<file path="config.mk">
export PLATFORM = sky130hd
export DESIGN_NAME = mc_control
export DESIGN_NICKNAME = d
export VERILOG_FILES = /design/src/rtl/mc_control.sv
export SDC_FILE = /design/constraint.sdc
export NUM_CORES = 1
export LEC_CHECK = 0
export CAP_MARGIN = 40
export CORE_MARGIN = 2
export CORE_UTILIZATION = 48
export DETAILED_ROUTE_END_ITERATION = 12
export HOLD_SLACK_MARGIN = 0.08
export PLACE_DENSITY = 0.88
export SYNTH_ARGS = -nofsm -noshare
export SYNTH_HDL_FRONTEND = slang
export SYNTH_SLANG_ARGS = --single-unit
</file>
<file path="constraint.sdc">
create_clock -name clk_i -period 2.6 [get_ports clk_i]
set_input_delay 0.65 -clock clk_i [delete_from_list [all_inputs] [get_ports clk_i]]
set_output_delay 0.65 -clock clk_i [all_outputs]
set_load 0.005 [all_outputs]
</file>
<file path="src/rtl/mc_control.sv">
// Multi-cycle main controller for the MIPS-subset CPU: sequences the shared
// datapath per opcode, stalls on the unified-memory acknowledge, counts retires.
module mc_control (
  input  logic        clk_i,
  input  logic        rst_i,
  input  logic        start_i,
  input  logic [5:0]  Op_i,
  input  logic        mem_ack_i,
  output logic        PCWrite_o,
  output logic        PCWriteCond_o,
  output logic        IorD_o,
  output logic        MemRead_o,
  output logic        MemWrite_o,
  output logic        IRWrite_o,
  output logic        MemtoReg_o,
  output logic        RegDst_o,
  output logic        RegWrite_o,
  output logic        ALUSrcA_o,
  output logic        ExtOp_o,
  output logic [1:0]  ALUSrcB_o,
  output logic [1:0]  ALUOp_o,
  output logic [1:0]  PCSource_o,
  output logic [3:0]  state_o,
  output logic        retire_o,
  output logic [15:0] retire_cnt_o,
  output logic        illegal_o
);

  typedef enum logic [3:0] {
    S_IDLE    = 4'd0,
    S_FETCH   = 4'd1,
    S_DECODE  = 4'd2,
    S_MEMADR  = 4'd3,
    S_MEMRD   = 4'd4,
    S_MEMWB   = 4'd5,
    S_MEMWR   = 4'd6,
    S_EXEC    = 4'd7,
    S_RWB     = 4'd8,
    S_BRANCH  = 4'd9,
    S_JUMP    = 4'd10,
    S_ADDIEX  = 4'd11,
    S_ADDIWB  = 4'd12,
    S_ILLEGAL = 4'd13
  } state_e;

  localparam logic [5:0] OP_RTYPE = 6'b000000;
  localparam logic [5:0] OP_ADDI  = 6'b001000;
  localparam logic [5:0] OP_LW    = 6'b100011;
  localparam logic [5:0] OP_SW    = 6'b101011;
  localparam logic [5:0] OP_BEQ   = 6'b000100;
  localparam logic [5:0] OP_J     = 6'b000010;

  localparam logic [1:0] SRCB_REG  = 2'b00;
  localparam logic [1:0] SRCB_FOUR = 2'b01;
  localparam logic [1:0] SRCB_IMM  = 2'b10;
  localparam logic [1:0] SRCB_IMM4 = 2'b11;

  localparam logic [1:0] ALU_ADD   = 2'b00;
  localparam logic [1:0] ALU_SUB   = 2'b01;
  localparam logic [1:0] ALU_FUNCT = 2'b10;

  localparam logic [1:0] PCS_ALU    = 2'b00;
  localparam logic [1:0] PCS_ALUOUT = 2'b01;
  localparam logic [1:0] PCS_JUMP   = 2'b10;

  state_e      state_q;
  state_e      state_d;
  logic [15:0] retire_cnt_q;
  logic        illegal_q;
  logic        retire;

  // NOTE: sequential state uses non-blocking assignments so every register
  // samples pre-edge values regardless of process ordering.
  always_ff @(posedge clk_i or negedge rst_i) begin
    if (!rst_i) begin
      state_q      <= S_IDLE;
      retire_cnt_q <= 16'd0;
      illegal_q    <= 1'b0;
    end else begin
      state_q <= state_d;
      if (retire) begin
        retire_cnt_q <= retire_cnt_q + 16'd1;
      end
      if (state_d == S_ILLEGAL) begin
        illegal_q <= 1'b1;
      end
    end
  end

  // Final states hand back to FETCH only while the run enable is still high.
  function automatic state_e after_retire(input logic run);
    return run ? S_FETCH : S_IDLE;
  endfunction

  // NOTE: every output of this block gets a default first, so no path through
  // the case statement can leave a value held and infer a latch.
  always_comb begin
    state_d = state_q;
    retire  = 1'b0;
    unique case (state_q)
      S_IDLE: begin
        if (start_i) state_d = S_FETCH;
      end
      S_FETCH: begin
        if (mem_ack_i) state_d = S_DECODE;
      end
      S_DECODE: begin
        case (Op_i)
          OP_RTYPE:     state_d = S_EXEC;
          OP_ADDI:      state_d = S_ADDIEX;
          OP_LW, OP_SW: state_d = S_MEMADR;
          OP_BEQ:       state_d = S_BRANCH;
          OP_J:         state_d = S_JUMP;
          default:      state_d = S_ILLEGAL;
        endcase
      end
      S_MEMADR: begin
        // Opcode is re-read here; anything but lw/sw means IR changed under us.
        case (Op_i)
          OP_LW:   state_d = S_MEMRD;
          OP_SW:   state_d = S_MEMWR;
          default: state_d = S_ILLEGAL;
        endcase
      end
      S_MEMRD: begin
        if (mem_ack_i) state_d = S_MEMWB;
      end
      S_MEMWR: begin
        if (mem_ack_i) begin
          retire  = 1'b1;
          state_d = after_retire(start_i);
        end
      end
      S_EXEC:   state_d = S_RWB;
      S_ADDIEX: state_d = S_ADDIWB;
      S_MEMWB, S_RWB, S_ADDIWB, S_BRANCH, S_JUMP: begin
        retire  = 1'b1;
        state_d = after_retire(start_i);
      end
      S_ILLEGAL: state_d = S_ILLEGAL;
      default:   state_d = S_IDLE;
    endcase
  end

  always_comb begin
    PCWrite_o     = 1'b0;
    PCWriteCond_o = 1'b0;
    IorD_o        = 1'b0;
    MemRead_o     = 1'b0;
    MemWrite_o    = 1'b0;
    IRWrite_o     = 1'b0;
    MemtoReg_o    = 1'b0;
    RegDst_o      = 1'b0;
    RegWrite_o    = 1'b0;
    ALUSrcA_o     = 1'b0;
    ExtOp_o       = 1'b1;
    ALUSrcB_o     = SRCB_REG;
    ALUOp_o       = ALU_ADD;
    PCSource_o    = PCS_ALU;
    unique case (state_q)
      S_FETCH: begin
        MemRead_o  = 1'b1;
        ALUSrcB_o  = SRCB_FOUR;
        IRWrite_o  = mem_ack_i;
        PCWrite_o  = mem_ack_i;
      end
      S_DECODE: begin
        ALUSrcB_o  = SRCB_IMM4;
      end
      S_MEMADR, S_ADDIEX: begin
        ALUSrcA_o  = 1'b1;
        ALUSrcB_o  = SRCB_IMM;
      end
      S_MEMRD: begin
        MemRead_o  = 1'b1;
        IorD_o     = 1'b1;
      end
      S_MEMWB: begin
        RegWrite_o = 1'b1;
        MemtoReg_o = 1'b1;
      end
      S_MEMWR: begin
        MemWrite_o = 1'b1;
        IorD_o     = 1'b1;
      end
      S_EXEC: begin
        ALUSrcA_o  = 1'b1;
        ALUOp_o    = ALU_FUNCT;
      end
      S_RWB: begin
        RegWrite_o = 1'b1;
        RegDst_o   = 1'b1;
      end
      S_ADDIWB: begin
        RegWrite_o = 1'b1;
      end
      S_BRANCH: begin
        ALUSrcA_o     = 1'b1;
        ALUOp_o       = ALU_SUB;
        PCWriteCond_o = 1'b1;
        PCSource_o    = PCS_ALUOUT;
      end
      S_JUMP: begin
        PCWrite_o  = 1'b1;
        PCSource_o = PCS_JUMP;
      end
      default: begin
        ExtOp_o    = 1'b0;
      end
    endcase
  end

  assign state_o      = state_q;
  assign retire_o     = retire;
  assign retire_cnt_o = retire_cnt_q;
  assign illegal_o    = illegal_q;

endmodule

</file>
# Word-level counts from Yosys, hierarchy flattened
# Index checks and enable logic that the tools add are counted.
[word_totals]
elab_cells = 57
inputBits = 10
register_bits = 21
[classes]
eq_ne = 19
muxes = 24
addsub = 1
reduce_logical = 10
[op_table]
columns = ["operator", "n"]
rows = [
  ["one-hot mux 4 bit (10 select lines)", 1],
  ["equality test 4 bit (second input constant)", 7],
  ["one-hot mux 4 bit (5 select lines)", 1],
  ["adder 16 x 1 -> 16 bit (second input constant)", 1],
  ["equality test 4 x 3 -> 1 bit (second input constant)", 4],
  ["two-way mux 4 bit", 4],
  ["equality test 6 bit (second input constant)", 2],
  ["two-way mux 1 bit", 12],
  ["OR reduction 12 bit", 1],
  ["equality test 4 x 2 -> 1 bit (second input constant)", 2],
  ["one-hot mux 2 bit (2 select lines)", 2],
  ["one-hot mux 4 bit (2 select lines)", 1],
  ["OR reduction 2 bit", 4],
  ["equality test 6 x 2 -> 1 bit (second input constant)", 1],
  ["equality test 6 x 3 -> 1 bit (second input constant)", 1],
  ["equality test 6 x 4 -> 1 bit (second input constant)", 1],
  ["logical NOT 6 bit", 1],
  ["one-hot mux 2 bit (3 select lines)", 1],
  ["OR reduction 5 bit", 1],
  ["equality test 4 x 1 -> 1 bit (second input constant)", 1],
  ["logical NOT 4 bit", 1],
  ["one-hot mux 1 bit (2 select lines)", 2],
  ["OR reduction 4 bit", 1],
  ["OR reduction 3 bit", 1],
]

# Logic depth before layout (Yosys ltp)
# Gate-level depths: netlist (run 1).
[depth]
depth_word = 5
depth_mapped = 7
mapped_depth_nobuf = 5

# Least setup slack after synthesis (run 1)
# OpenSTA, ideal clock, no wires.
[synth_timing]
path_kind = "reg2out"
startpoint = "register state_q[1] (netlist: state_o[1])"
endpoint = "output PCWrite_o"
n_path_buf = 2
stages_incl_launch_ff = 6
setup_slack_ns = 0.726
required_time_ns = 1.950
t_arrival_ns = 1.224
cell_sequence = "dfrtp_1 > buf_2 > clkbuf_1 > nand2_1 > nor2_1 > or2_2"
[synth_between]
elab_chain_len = 2
[synth_rtl]
columns = ["element", "line", "rtl"]
rows = [
  ["start: declaration", "66", "state_e state_q;"],
  ["start signal: assignment", "80", "state_q <= state_d;"],
  ["equality test 4 bit or equality test 4 x 1 -> 1 bit (tied branches)", "160", "unique case (state_q)"],
  ["one-hot mux 1 bit (2 select lines) *", "160", ""],
  ["end: declaration", "9", "output logic PCWrite_o,"],
]
# Every way passes the cells marked *; elsewhere a longest branch is shown, timed or not.

# Final worst setup path (run 1)
[layout_timing]
startpoint = "register state_q[2] (netlist: state_o[2])"
endpoint = "output ALUSrcB_o[0]"
[layout_between]
elab_chain_len = 3
[layout_rtl]
columns = ["element", "line", "rtl"]
rows = [
  ["equality test 4 x 2 -> 1 bit or equality test 4 bit (tied branches)", "160", ""],
  ["OR reduction 2 bit", "--", ""],
  ["one-hot mux 2 bit (3 select lines) *", "160", ""],
  ["end: declaration", "20", "output logic [1:0] ALUSrcB_o,"],
]
# Marks and branches as above.

==> flow_metrics.env, run 1 <==
export IMPL_nFillCells=227
export IMPL_utilization_pct=72.53
export IMPL_numClockSinks=21
export IMPL_clk_latency_ns=0.30
export IMPL_p_per_area_mw_per_mm2=1024
export IMPL_worst_setup_path_startpoint="state_o[2]"
export IMPL_post_synth_instance_area_sq_mm=0.001353
export IMPL_synthesis_nets=158
export IMPL_io_pins=49
export IMPL_placeableCoreArea_sq_mm=0.002710
export IMPL_unrepaired_setup_endpoints_after_global_routing="true"
export IMPL_critical_path_n_buffers_inverters=2
export IMPL_num_nets_final=218
export IMPL_drv_slew=0
export IMPL_first_pass_grt_wire_length_microns=5602
export IMPL_outcome="completed"
export IMPL_portBuffers=48
export IMPL_design_die_area_sq_mm=0.003259
export IMPL_cts_tree="done"
export IMPL_path_depth=4
export IMPL_htree_num_levels=1
export IMPL_num_vias=1343
export IMPL_max_clock_path_buffers=2
export IMPL_dp_worst_setup_slack_ns=-0.07939
export IMPL_path_cells="nor2_2, buf_4, a21boi_0, clkdlybuf4s50_1"
export IMPL_regToRegEndpoint="retire_cnt_o[9]"
export IMPL_yosysWarningCount=0
export IMPL_part_of_the_yosys_area_used_for_sequential_elements_pct=38.85
export IMPL_cts_clock_pin_slew_for_the_worst_setup_and_hold_paths_ns=0.12
export IMPL_final_hold_violation_count=0
export IMPL_fp_row_count=19
export IMPL_r2r_cells=7
export IMPL_fmaxAchievable_mhz=398.8
export IMPL_die_height_microns=57.09
export IMPL_antenna_diode_count=0
export IMPL_holdBufCountCts=0
export IMPL_final_instance_count_excl_fill=237
export IMPL_irDropWorstVdd_mv=0.7750
export IMPL_report_final_setup_viol=0
export IMPL_reg2reg_setup_slack_ns=0.67
export IMPL_total_leakage_power_nw=0.8063
export IMPL_worst_ep_arrival_time_ns=1.86
export IMPL_synth_cell_type_count=41
export IMPL_timing_setup_critical_path_class="register to output port"
export IMPL_postSynthRegisterBits=21
export IMPL_predominant_post_synthesis_flop_cell="sky130_fd_sc_hd__dfrtp_1"
export IMPL_min_delay_path_class="register to register"
export IMPL_grt_max_degree=22
export IMPL_setup_slack_ns=0.09242
export IMPL_maximum_fanout_along_the_worst_path=16
export IMPL_regToRegStartpoint="state_o[0]"
export IMPL_drt_iter0_drc=21
export IMPL_cp_slowest_stage_delay_ns=0.54
export IMPL_synth_cells=147
export IMPL_grt_usage_pct=21.40
export IMPL_detailedRoute_firstPassIterationCount=5
export IMPL_period_share_pct=96.45
export IMPL_start_util_pct=49.91
export IMPL_synth_enable_flop_cells=0
export IMPL_finalWeightedCongestion=0.9304
export IMPL_p_total_w=0.002013
export IMPL_synth_avg_cell_area_sq_um=9.201
export IMPL_width_of_the_die_microns=57.09
export IMPL_drt_wl_total_microns=3476
export IMPL_post_synth_top_area_cell="sky130_fd_sc_hd__dfrtp_1"
export IMPL_timing_setup_tns_ns=0
export IMPL_async_flop_share_pct=100.0
export IMPL_grt_remaining_overflow=0
export IMPL_ctsRootBufferMaster="sky130_fd_sc_hd__clkbuf_4"
export IMPL_drive_gt1_share_pct=16.50
export IMPL_critical_path_endpoint_category="output port"
export IMPL_finalCriticalPeriod_ns=2.508
export IMPL_least_margin_pin_slew_ns=0.3919
export IMPL_antenna_found_initial=0
export IMPL_numPlacedInstances=228
export IMPL_dp_hpwl_microns=2581
export IMPL_timing_max_slew_rel_slack_pct=73.79
export IMPL_timing_critical_path_max_delay_family="buffers and inverters"
export IMPL_drt_antenna_violating_nets=0
export IMPL_startpoint_type="register"
export IMPL_cpMaxStageDelayCell="sky130_fd_sc_hd__dfrtp_2"
export IMPL_remaining_drc_errors=0
export IMPL_drt_vias_per_instance=5.667
export IMPL_drt_wirelength_per_cell_microns=14.67
export IMPL_areaGrowthSynthToFinish_pct=45.33
export IMPL_tritoncts_num_buffers=3
export IMPL_clock_skew_ns=0.003394
export IMPL_synth_top_cells_by_area="sky130_fd_sc_hd__dfrtp_1, sky130_fd_sc_hd__xnor2_1, sky130_fd_sc_hd__nand2_1"
export IMPL_maxCapViolCount=0
export IMPL_synthDominantCellAreaShare_pct=38.85
export IMPL_grt_pass1_vias=1337
export IMPL_cp_data_required_time_ns=1.95
export IMPL_crit_end="ALUSrcB_o[0]"
[layout make-up]
type                            instances  area [sq um]  area share (%)
Clock buffer                            4         26.28           1.337
Multi-Input combinational cell        113         754.5           38.38
Timing Repair Buffer                   64         601.8           30.62
Inverter                                4         15.01          0.7638
Tap cell                               31         38.79           1.973
Sequential cell                        21         529.3           26.93
[repair_timing]
action,CTS,global route
setup endpoints to repair,4,4
setup buffers,0,5
pin swaps,0,0
resized for setup,3,6
[worst min-delay path by stage]
stage	start	endpoint	depth (start not counted)
after floorplan	rst_i	illegal_o	0
after global placement	illegal_o	illegal_o	1
after detailed placement	retire_cnt_o[15]	retire_cnt_o[15]	1
after CTS	retire_cnt_o[15]	retire_cnt_o[15]	1
after global routing	retire_cnt_o[15]	retire_cnt_o[15]	1
final	retire_cnt_o[15]	retire_cnt_o[15]	1
[cells by family after synthesis]
family | after synthesis | share of synthesized area (%)
muxes | 2 | 1.573
DFF | 21 | 38.85
xor gates and xnor gates | 17 | 11.01
and+or+nand+nor | 64 | 26.74
buffers and inverters | 13 | 6.104
AOI/OAI and AO/OA | 29 | 14.80
adders and majority gates | 1 | 0.9249
[cells in the final DEF (no fill, tap or decap), drive strengths merged, types with 2 or more instances in the layout]
cell type and count:
o221ai 2, and4 3, nor4b 2, inv 4
a21boi 2, nand2 13, buf 16, nor3 2
xor2 3, clkbuf 4, and3 5, o211ai 3
nand3 8, nor4 2, dfrtp 21, clkdlybuf4s50 46
nor2 13, o21ai 7, nand2b 3, a211oi 3
nand4 7, a21oi 8, xnor2 14
[power breakdown]
group / switching [W] / internal [W] / leakage [nW]
sequential: 0.000143 / 0.000419 / 0.271
clock: 0.0000994 / 0.0000598 / 0.0150
combinational: 0.000563 / 0.000729 / 0.521
[synthesized netlist by cell type (all sizes together), types with 2 or more instances]
master   n
buf      8
o211ai   3
a211oi   3
nor4     2
nand2b   3
nor3     2
nand2   13
o221ai   2
xor2     3
a21boi   2
a21oi    8
xnor2   14
and4     3
nor4b    2
and3     5
inv      4
nor2    13
dfrtp   21
o21ai    7
nand4    7
nand3    8
[sequential cells by signal, summed over array words and instances, names as in the netlist]
register      count
state_o           4
illegal_o         1
retire_cnt_o     16
[stage by stage]
stage,cell area (sq um),hold WS [ns]
global placement,1887,0.4611
global route,1966,0.5070
detailed placement,1887,0.4648
finish,1966,0.4767
floorplan,1353,0.3544
CTS,1914,0.4820
[routing by layer]
metal	wire length (microns)	track usage, %	vias to the layer above
li1	-	-	645
met5	0	0	-
met3	177	3.175	3
met2	1864	41.87	53
met1	1412	23.66	642
met4	21	5.980	0
(Power assumes the default switching activity.)
==> run 2, diff against run 1 <==
==> config.mk (replaced) <==
export PLATFORM = sky130hd
export DESIGN_NAME = mc_control
export DESIGN_NICKNAME = d
export VERILOG_FILES = /design/src/rtl/mc_control.sv
export SDC_FILE = /design/constraint.sdc
export NUM_CORES = 1
export LEC_CHECK = 0
export ABC_AREA = 1
export CAP_MARGIN = 40
export CORE_MARGIN = 10
export CORE_UTILIZATION = 49
export DETAILED_ROUTE_END_ITERATION = 12
export HOLD_SLACK_MARGIN = 0.08
export PLACE_DENSITY = 0.87
export SYNTH_ARGS = -nofsm -noshare
export SYNTH_HDL_FRONTEND = slang
export SYNTH_SLANG_ARGS = --single-unit
==> flow_metrics.env, run 2 <==
export IMPL_grt_usage_pct=14.72
export IMPL_cpMaxStageDelayCell="sky130_fd_sc_hd__clkdlybuf4s50_1"
export IMPL_antenna_diode_count=0
export IMPL_timing_setup_tns_ns=0
export IMPL_grt_remaining_overflow=0
export IMPL_period_share_pct=94.69
export IMPL_antenna_found_initial=0
export IMPL_placeableCoreArea_sq_mm=0.003003
export IMPL_synthesis_nets=223
export IMPL_remaining_drc_errors=0
export IMPL_mostFrequentLayoutCell="sky130_fd_sc_hd__clkdlybuf4s50_1"
export IMPL_sw_frac_of_total_pct=43.85
export IMPL_synth_commonest_cells="sky130_fd_sc_hd__nand2_1, sky130_fd_sc_hd__nor2_1, sky130_fd_sc_hd__inv_1"
export IMPL_internal_power_w=0.001017
export IMPL_worst_ep_arrival_time_ns=1.81
export IMPL_final_instance_count_excl_fill=300
export IMPL_grt_pass1_vias=1374
export IMPL_die_height_microns=75.38
export IMPL_drive_gt1_share_pct=13.11
export IMPL_outcome="completed"
export IMPL_drt_wirelength_per_cell_microns=13.71
export IMPL_fmaxAchievable_mhz=406.2
export IMPL_timing_max_slew_rel_slack_pct=81.17
export IMPL_post_synth_top_area_cell="sky130_fd_sc_hd__dfrtp_1"
export IMPL_drv_slew=0
export IMPL_synth_top_cells_by_area="sky130_fd_sc_hd__dfrtp_1, sky130_fd_sc_hd__nand2_1, sky130_fd_sc_hd__nor2_1"
export IMPL_cts_tree="done"
export IMPL_finalCriticalPeriod_ns=2.462
export IMPL_irDropWorstVdd_mv=0.4609
export IMPL_p_total_w=0.001811
export IMPL_numPlacedInstances=295
export IMPL_io_pins=49
export IMPL_yosys_cell_count_top_type="sky130_fd_sc_hd__nand2_1"
export IMPL_startpoint_type="register"
export IMPL_portBuffers=48
export IMPL_synth_avg_cell_area_sq_um=7.088
export IMPL_num_nets_final=279
export IMPL_pwr_share_clk_pct=8.4
export IMPL_timing_setup_critical_path_class="register to output port"
export IMPL_grt_max_degree=22
export IMPL_critical_path_endpoint_category="output port"
export IMPL_report_final_setup_viol=0
export IMPL_yosysWarningCount=0
export IMPL_p_per_area_mw_per_mm2=868.2
export IMPL_largest_reg_flops=16
export IMPL_synth_enable_flop_cells=0
export IMPL_part_of_the_yosys_area_used_for_sequential_elements_pct=34.97
export IMPL_detailedRoute_firstPassIterationCount=4
export IMPL_total_leakage_power_nw=1.039
export IMPL_htree_num_levels=1
export IMPL_numClockSinks=21
export IMPL_drt_iter0_drc=128
export IMPL_maximum_fanout_along_the_worst_path=6
export IMPL_placedInstanceArea_sq_mm=0.002039
export IMPL_drt_wl_total_microns=4112
export IMPL_width_of_the_die_microns=75.38
export IMPL_clock_skew_ns=0.003514
export IMPL_cp_data_required_time_ns=1.95
export IMPL_cts_clock_pin_slew_for_the_worst_setup_and_hold_paths_ns=0.11
export IMPL_tritoncts_num_buffers=3
export IMPL_start_util_pct=50.04
export IMPL_async_flop_share_pct=100.0
export IMPL_dp_hpwl_microns=3397
export IMPL_p_sw_w=0.0007940
export IMPL_mostFrequentLayoutCells="sky130_fd_sc_hd__clkdlybuf4s50_1, sky130_fd_sc_hd__nand2_1, sky130_fd_sc_hd__nor2_1"
export IMPL_fp_row_count=20
export IMPL_final_cell_area_sq_mm=0.002086
export IMPL_combPwrFrac_pct=62.6
export IMPL_clk_latency_ns=0.30
export IMPL_pwr_share_seq_pct=29.0
export IMPL_cp_slowest_stage_delay_ns=0.51
export IMPL_synth_cell_type_count=26
export IMPL_cpMostUsedCell="sky130_fd_sc_hd__nand2_2"
export IMPL_synthDominantCellAreaShare_pct=34.97
export IMPL_finalWeightedCongestion=0.9546
export IMPL_areaGrowthSynthToFinish_pct=38.80
export IMPL_maxCapViolCount=0
export IMPL_unrepaired_setup_endpoints_after_global_routing="false"
export IMPL_max_clock_path_buffers=2
export IMPL_design_die_area_sq_mm=0.005681
export IMPL_least_margin_pin_slew_ns=0.2803
export IMPL_drt_antenna_violating_nets=0
export IMPL_min_delay_path_class="register to register"
export IMPL_synth_cells=212
export IMPL_ctsRootBufferMaster="sky130_fd_sc_hd__clkbuf_4"
export IMPL_path_cells="inv_2, nand2_2, nor2_4, nand2_2, nand3_4, clkdlybuf4s50_1"
export IMPL_postSynthRegisterBits=21
export IMPL_num_vias=1499
export IMPL_final_hold_violation_count=0
export IMPL_predominant_post_synthesis_flop_cell="sky130_fd_sc_hd__dfrtp_1"
export IMPL_first_pass_grt_wire_length_microns=6589
export IMPL_drt_vias_per_instance=4.997
export IMPL_post_synth_instance_area_sq_mm=0.001503
-- run 2: power by group through the flow --
stage / registers, W / clock network, W / logic (W)
6_report: 0.000525 / 0.000152 / 0.00113
5_1_grt: 0.000542 / 0.000168 / 0.00125
4_1_cts: 0.000525 / 0.000153 / 0.00112
3_5_place_dp: 0.000531 / 0 / 0.00112
3_3_place_gp: 0.000525 / 0 / 0.00110
2_1_floorplan: 0.000513 / 0 / 0.000564
-- run 2: cells by family after synthesis --
family	after synthesis	share of synthesized area, %
XOR/XNOR	15	9.243
adder cells (fa/ha/maj)	1	0.8325
buffers and inverters	34	9.409
AO/OA/AOI/OAI	13	4.413
AND/OR/NAND/NOR	128	41.13
flip-flops	21	34.97
-- run 2: what timing repair did --
item,4_1_cts,5_1_grt
buffers inserted,0,1
hold buffers,0,0
setup endpoints to repair,1,8
gates cloned,0,0
resized for setup,1,7
-- run 2: critical path: cells and delay by family (launching register included) --
family / cells / cell delay, ns
flops: 1 / 0.47
buf+inv: 2 / 0.61
simple gates: 4 / 0.43
-- run 2: per-stage QoR --
stage          utilization [%]  hold slack [ns]  worst slack [ns]
2_1_floorplan                -           0.3544            0.8282
3_3_place_gp             67.92           0.4593          0.005723
3_5_place_dp             67.92           0.4599         -0.003783
4_1_cts                  68.75           0.4884           0.08080
5_1_grt                  69.46           0.5190          0.009035
6_report                 69.46           0.4891            0.1380
-- run 2: cell type report --
type                       instances  area (sq um)
fill                             258         917.1
multi-input combinational        157         843.3
sequential                        21         529.3
timing repair buffer              54         526.8
inverter                          31         118.9
tap                               33         41.29
clock buffer                       4         26.28
-- run 2: worst paths after layout --
kind / from / end / slack (ns) / cells after the start
worst min-delay path: illegal_o / illegal_o / 0.49 / 2
worst max-delay path: state_o[0] / retire_o / 0.14 / 6
min in group asynchronous: rst_i / retire_cnt_o[5] / 0.68 / 2
worst max register to register: state_o[0] / retire_cnt_o[9] / 0.88 / 10
max in group asynchronous: rst_i / state_o[0] / 1.70 / 2
worst min register to register: illegal_o / illegal_o / 0.49 / 2
-- run 2: metal layers --
layer | track usage (%) | share of wire (%) | vias up
met4 | 2.680 | 1.3 | 0
met3 | 3.125 | 4.4 | 6
met5 | 0 | 0 | -
met1 | 18.35 | 43 | 688
li1 | - | - | 773
met2 | 25.59 | 51 | 32
==> run 3, diff against run 2 <==
--- a/config.mk
+++ b/config.mk
@@ -15,3 +15,4 @@
 export SYNTH_ARGS = -nofsm -noshare
 export SYNTH_HDL_FRONTEND = slang
 export SYNTH_SLANG_ARGS = --single-unit
+export TNS_END_PERCENT = 5
==> flow_metrics.env, run 3 (synthesized netlist as in run 2, its figures left out) <==
export IMPL_drt_vias_per_instance=4.983
export IMPL_timing_setup_critical_path_class="register to output port"
export IMPL_numClockSinks=21
export IMPL_min_delay_path_class="register to register"
export IMPL_antenna_diode_count=0
export IMPL_drt_wl_total_microns=4103
export IMPL_finalWeightedCongestion=0.9546
export IMPL_maxCapViolCount=0
export IMPL_fp_row_count=20
export IMPL_worst_setup_path_startpoint="state_o[1]"
export IMPL_p_per_area_mw_per_mm2=868.7
export IMPL_grt_usage_pct=14.72
export IMPL_outcome="completed"
export IMPL_drv_slew=0
export IMPL_timing_hold_worst_endpoint="illegal_o"
export IMPL_worst_ep_arrival_time_ns=1.87
export IMPL_areaGrowthSynthToFinish_pct=38.47
export IMPL_detailedRoute_firstPassIterationCount=4
export IMPL_dp_hpwl_microns=3397
export IMPL_regToRegEndpoint="retire_cnt_o[9]"
export IMPL_drive_gt1_share_pct=12.73
export IMPL_clk_latency_ns=0.30
export IMPL_irDropWorstVdd_mv=0.4596
export IMPL_io_pins=49
export IMPL_largest_reg_flops=16
export IMPL_cp_slowest_stage_delay_ns=0.51
export IMPL_mostFrequentLayoutCells="sky130_fd_sc_hd__clkdlybuf4s50_1, sky130_fd_sc_hd__nand2_1, sky130_fd_sc_hd__nor2_1"
export IMPL_final_seq_area_sq_um=529.3
export IMPL_grt_max_degree=22
export IMPL_design_die_area_sq_mm=0.005681
export IMPL_antenna_found_initial=0
export IMPL_max_clock_path_buffers=2
export IMPL_drt_wirelength_per_cell_microns=13.68
export IMPL_timing_max_slew_rel_slack_pct=81.18
export IMPL_portBuffers=48
export IMPL_report_final_setup_viol=0
export IMPL_placeableCoreArea_sq_mm=0.003003
export IMPL_width_of_the_die_microns=75.38
export IMPL_worst_hold_slack_ns=0.4891
export IMPL_tritoncts_num_buffers=3
export IMPL_cts_tree="done"
export IMPL_die_height_microns=75.38
export IMPL_finalCriticalPeriod_ns=2.517
export IMPL_reg2reg_setup_slack_ns=0.82
export IMPL_drt_antenna_violating_nets=0
export IMPL_path_cells="nand2_1, nand3_1, nand3_4, clkdlybuf4s50_1"
export IMPL_timing_critical_path_max_delay_family="simple AND/OR/NAND/NOR gates"
export IMPL_start_util_pct=50.04
export IMPL_r2r_cells=8
export IMPL_cpMaxStageDelayCell="sky130_fd_sc_hd__clkdlybuf4s50_1"
export IMPL_htree_num_levels=1
export IMPL_ctsRootBufferMaster="sky130_fd_sc_hd__clkbuf_4"
export IMPL_remaining_drc_errors=0
export IMPL_num_vias=1495
export IMPL_first_pass_grt_wire_length_microns=6589
export IMPL_multi_input_area_sq_um=840.8
export IMPL_final_hold_violation_count=0
export IMPL_clock_skew_ns=0.003529
export IMPL_grt_remaining_overflow=0
export IMPL_critical_path_endpoint_category="output port"
export IMPL_maximum_fanout_along_the_worst_path=7
export IMPL_least_margin_pin_slew_ns=0.2802
export IMPL_num_nets_final=279
export IMPL_whs_path_depth=2
export IMPL_regToRegStartpoint="state_o[1]"
export IMPL_drt_iter0_drc=128
export IMPL_startpoint_type="register"
export IMPL_hp_start="illegal_o"
export IMPL_critical_path_n_buffers_inverters=1
export IMPL_period_share_pct=96.83
export IMPL_final_cell_area_sq_mm=0.002081
export IMPL_grt_pass1_vias=1374
export IMPL_fmaxAchievable_mhz=397.2
export IMPL_cts_clock_pin_slew_for_the_worst_setup_and_hold_paths_ns=0.11
export IMPL_holdBufCountCts=0
export IMPL_unrepaired_setup_endpoints_after_global_routing="true"
export IMPL_cp_data_required_time_ns=1.95
export IMPL_placedInstanceArea_sq_mm=0.002039
export IMPL_mostFrequentLayoutCell="sky130_fd_sc_hd__clkdlybuf4s50_1"
export IMPL_nFillCells=259
export IMPL_total_leakage_power_nw=1.022
## run 3: worst max-delay path by stage
stage	to	slack (ns)	depth (start not counted)
final	retire_o	0.08	4
after global routing	retire_o	-0.03	4
after CTS	retire_o	0.08	4
after detailed placement	PCWrite_o	-0.004	4
after global placement	PCWrite_o	0.006	4
after floorplan	retire_o	0.83	6
## run 3: metrics by stage
stage	utilization [%]	std cells	setup WS, ns	power [W]	setup TNS (ns)
after floorplan	-	212	0.8282	0.001077	0
after global placement	67.92	295	0.005723	0.001626	0
after detailed placement	67.92	295	-0.003783	0.001649	-0.003783
after CTS	68.75	299	0.08080	0.001800	0
after global routing	69.29	300	-0.03313	0.001961	-0.03313
final	69.29	300	0.08251	0.001808	0
## run 3: tightest hold or removal path: cells and delay by family (launching register included)
family                 cells  cell delay [ns]
AND/OR/NAND/NOR            1             0.05
flip-flops                 1             0.37
buffers and inverters      1             0.04
## run 3: area by class of cell
class	count	share of cell area (%)
clock buffer	4	1.263
inverter	31	5.713
multi-input combinational	157	40.41
sequential	21	25.44
tap	33	1.984
timing repair buffer	54	25.20
## run 3: power by group
group          internal, W  switching, W  leakage (nW)
Clock            0.0000600     0.0000923        0.0150
Combinational     0.000549      0.000585         0.760
Sequential        0.000409      0.000113         0.247
Total              0.00102      0.000790          1.02
## run 3: repair_timing
item                                    CTS  global route
gates cloned                              0             0
endpoints found under the setup margin    1             8
gates resized for setup                   1             5
pin swaps                                 0             0
setup buffers                             0             1
## run 3: per-layer routing
layer / part of all wire [%] / track usage, % / routed length [microns]
met5: 0 / 0 / 0
met2: 51 / 25.59 / 2096
met4: 1.3 / 2.680 / 52
met3: 4.0 / 3.125 / 165
met1: 44 / 18.35 / 1789
==> patch, RTL diff (flow settings as in run 2) <==
Put one more register stage on the output `retire_cnt_o`, with the module's reset. The value now appears one clock later. The other outputs are not delayed to match.
--- a/src/rtl/mc_control.sv
+++ b/src/rtl/mc_control.sv
@@ -214,3 +214,9 @@
   assign retire_o     = retire;
-  assign retire_cnt_o = retire_cnt_q;
+  always_ff @(posedge clk_i or negedge rst_i) begin
+    if (!rst_i) begin
+      retire_cnt_o <= '0;
+    end else begin
+      retire_cnt_o <= retire_cnt_q;
+    end
+  end
   assign illegal_o    = illegal_q;
Function: changed (a bounded check fails within 10 cycles, from zero or initial values and one cycle with rst_i low).
==> patch against run 2 <==
Wire length grew 9.5%; count of clock-buffer cells in the layout increased by 2; largest power group unchanged; maximum frequency is 0.67% lower; largest cell class is now registers; total power increased by 34%; clock skew increased by 0.0032 ns; first-iteration DRC count decreased by 37%; worst setup slack got worse by 0.017 ns; synthesized area up 28%; design area grew 22%; sequential cell count is 16 higher.
==> patch: results (changes against run 2) <==
* Slowest CP cell: dfrtp_2
* Startpoint of the most critical hold path: retire_cnt_q[12]$_DFFE_PN0P_
* Clock buffers created by TritonCTS at 5 (+2)
* IR Drop Worst-Case VDD at 0.590 mV (+28%)
* Hold Crit Depth at 0 (-2)
* Via count at 1646 (+9.8%)
* Worst Setup Slack post-DPL at -0.0167 ns (-0.0129 ns)
* Maximum net fanout on the critical path at 7 (+1)
* Number of global-route vias before repair at 1542 (+12%)
* Worst flop-to-flop path endpoint: retire_cnt_q[7]$_DFFE_PN0P_
* Detailed-placement wirelength estimate at 3560 µm (+4.8%)
* Number of distinct library cells after synthesis at 24 (-7.7%)
* Largest net degree at the start of global routing at 38 (+73%)
* Clock-pin transition on the worst setup and hold timing paths at 0.07 ns (-0.04 ns)
* Beginning of the critical path: state_o[2]$_DFF_PN0_
* Result of the run: complete, no violations
* Global-route usage over all layers at 13.8% (-0.88 points)
* Slowest Stage Delay on Critical Path at 0.48 ns (-0.03 ns)
* Hold Crit Endpoint: retire_cnt_o[12]$_DFF_PN0_
* Level count of the clock H-tree at 2 (+1)
* R2R setup slack at 0.97 ns (+0.09 ns)
* Share of final-layout standard cells stronger than drive strength 1 at 12.7% (-0.44 points)
* Biggest area contributors in the synthesized netlist: dfrtp_1 (48%), nand2_1 (13%), nor2_1 (6.7%), xor2_1 (5.5%), inv_1 (5.3%)
* Number of cells on the worst reg-to-reg path at 9 (-1)
* Initial drt markers at 81 (-37%)
* Global-route wire length before repair at 7440 µm (+13%)
* Non-filler cells, final at 340 (+13%)
* Most frequent cells after synthesis: nand2_1 (65), dfrtp_1 (37), nor2_1 (34)
* Post-synthesis cell count at 237 (+12%)
[patch: cell types whose count changed after synthesis, moves of 3 or more]
cell and delta:
nor2_1 -3, nand2_1 +18, nand2_2 -6, dfrtp_1 +16, o21ai_2 +6
[patch: final cells by class]
class                           instances  area [µm²]  share of cell area, %
Sequential cell                        37         931                   36.6
Multi-Input combinational cell        166         860                   33.8
Timing Repair Buffer                   51         497                   19.5
Inverter                               30         113                   4.43
Clock buffer                            6        72.6                   2.85
Tap cell                               48        60.1                   2.36
Clock inverter                          2        10.0                  0.394
[patch: metrics by stage]
stage               area, µm²  power, mW  hold slack [ns]  util, %
floorplan                1920       1.45            0.354        -
global placement         2440       2.02            0.400     65.6
detailed placement       2440       2.04            0.406     65.6
CTS                      2520       2.42            0.420     67.9
global route             2540       2.62            0.437     68.4
finish                   2540       2.43            0.413     68.4
[patch: what timing repair did]
item                                   4_1_cts  5_1_grt
setup endpoints to repair                    3        3
gates resized for setup                      3        7
endpoints found under the hold margin        0        0
[patch: logic make-up after synthesis]
kind of cell | synth area share (%)
fa+ha+maj | 0.652
compound gates | 5.81
simple gates | 31.0
xor+xnor | 6.39
flops | 48.3
buf+inv | 7.83
[patch: how the worst max path moves through the flow]
| stage | endpoint | slack, ns | cells after the start |
|---|---|---|---|
| after floorplan | retire_o | 0.82 | 6 |
| after global placement | retire_o | -0.02 | 6 |
| after detailed placement | retire_o | -0.02 | 6 |
| after CTS | ALUSrcB_o[0] | 0.06 | 6 |
| after global routing | retire_o | 0.01 | 7 |
| final | retire_o | 0.12 | 7 |
[patch: metal layers]
metal	vias up	part of all wire [%]	global-route usage (%)
met1	745	44	18.0
met2	53	48	22.2
met3	4	7.2	3.67
met4	0	1.2	4.01
met5	-	0	0
li1	844	-	-
[patch: worst register-to-register path, cell delays in order (launching register included)]
cell	delay, ns
dfrtp_2	0.46
inv_2	0.09
nor2_4	0.13
nand2_1	0.13
nand3_2	0.12
nor2_4	0.06
buf_4	0.17
nor2_1	0.15
nand2_1	0.09
xnor2_1	0.12
[patch: report_power, final]
group	switching, mW	leakage (nW)	internal, mW
clock network	0.187	0.0450	0.185
logic	0.535	0.681	0.565
registers	0.183	0.467	0.769
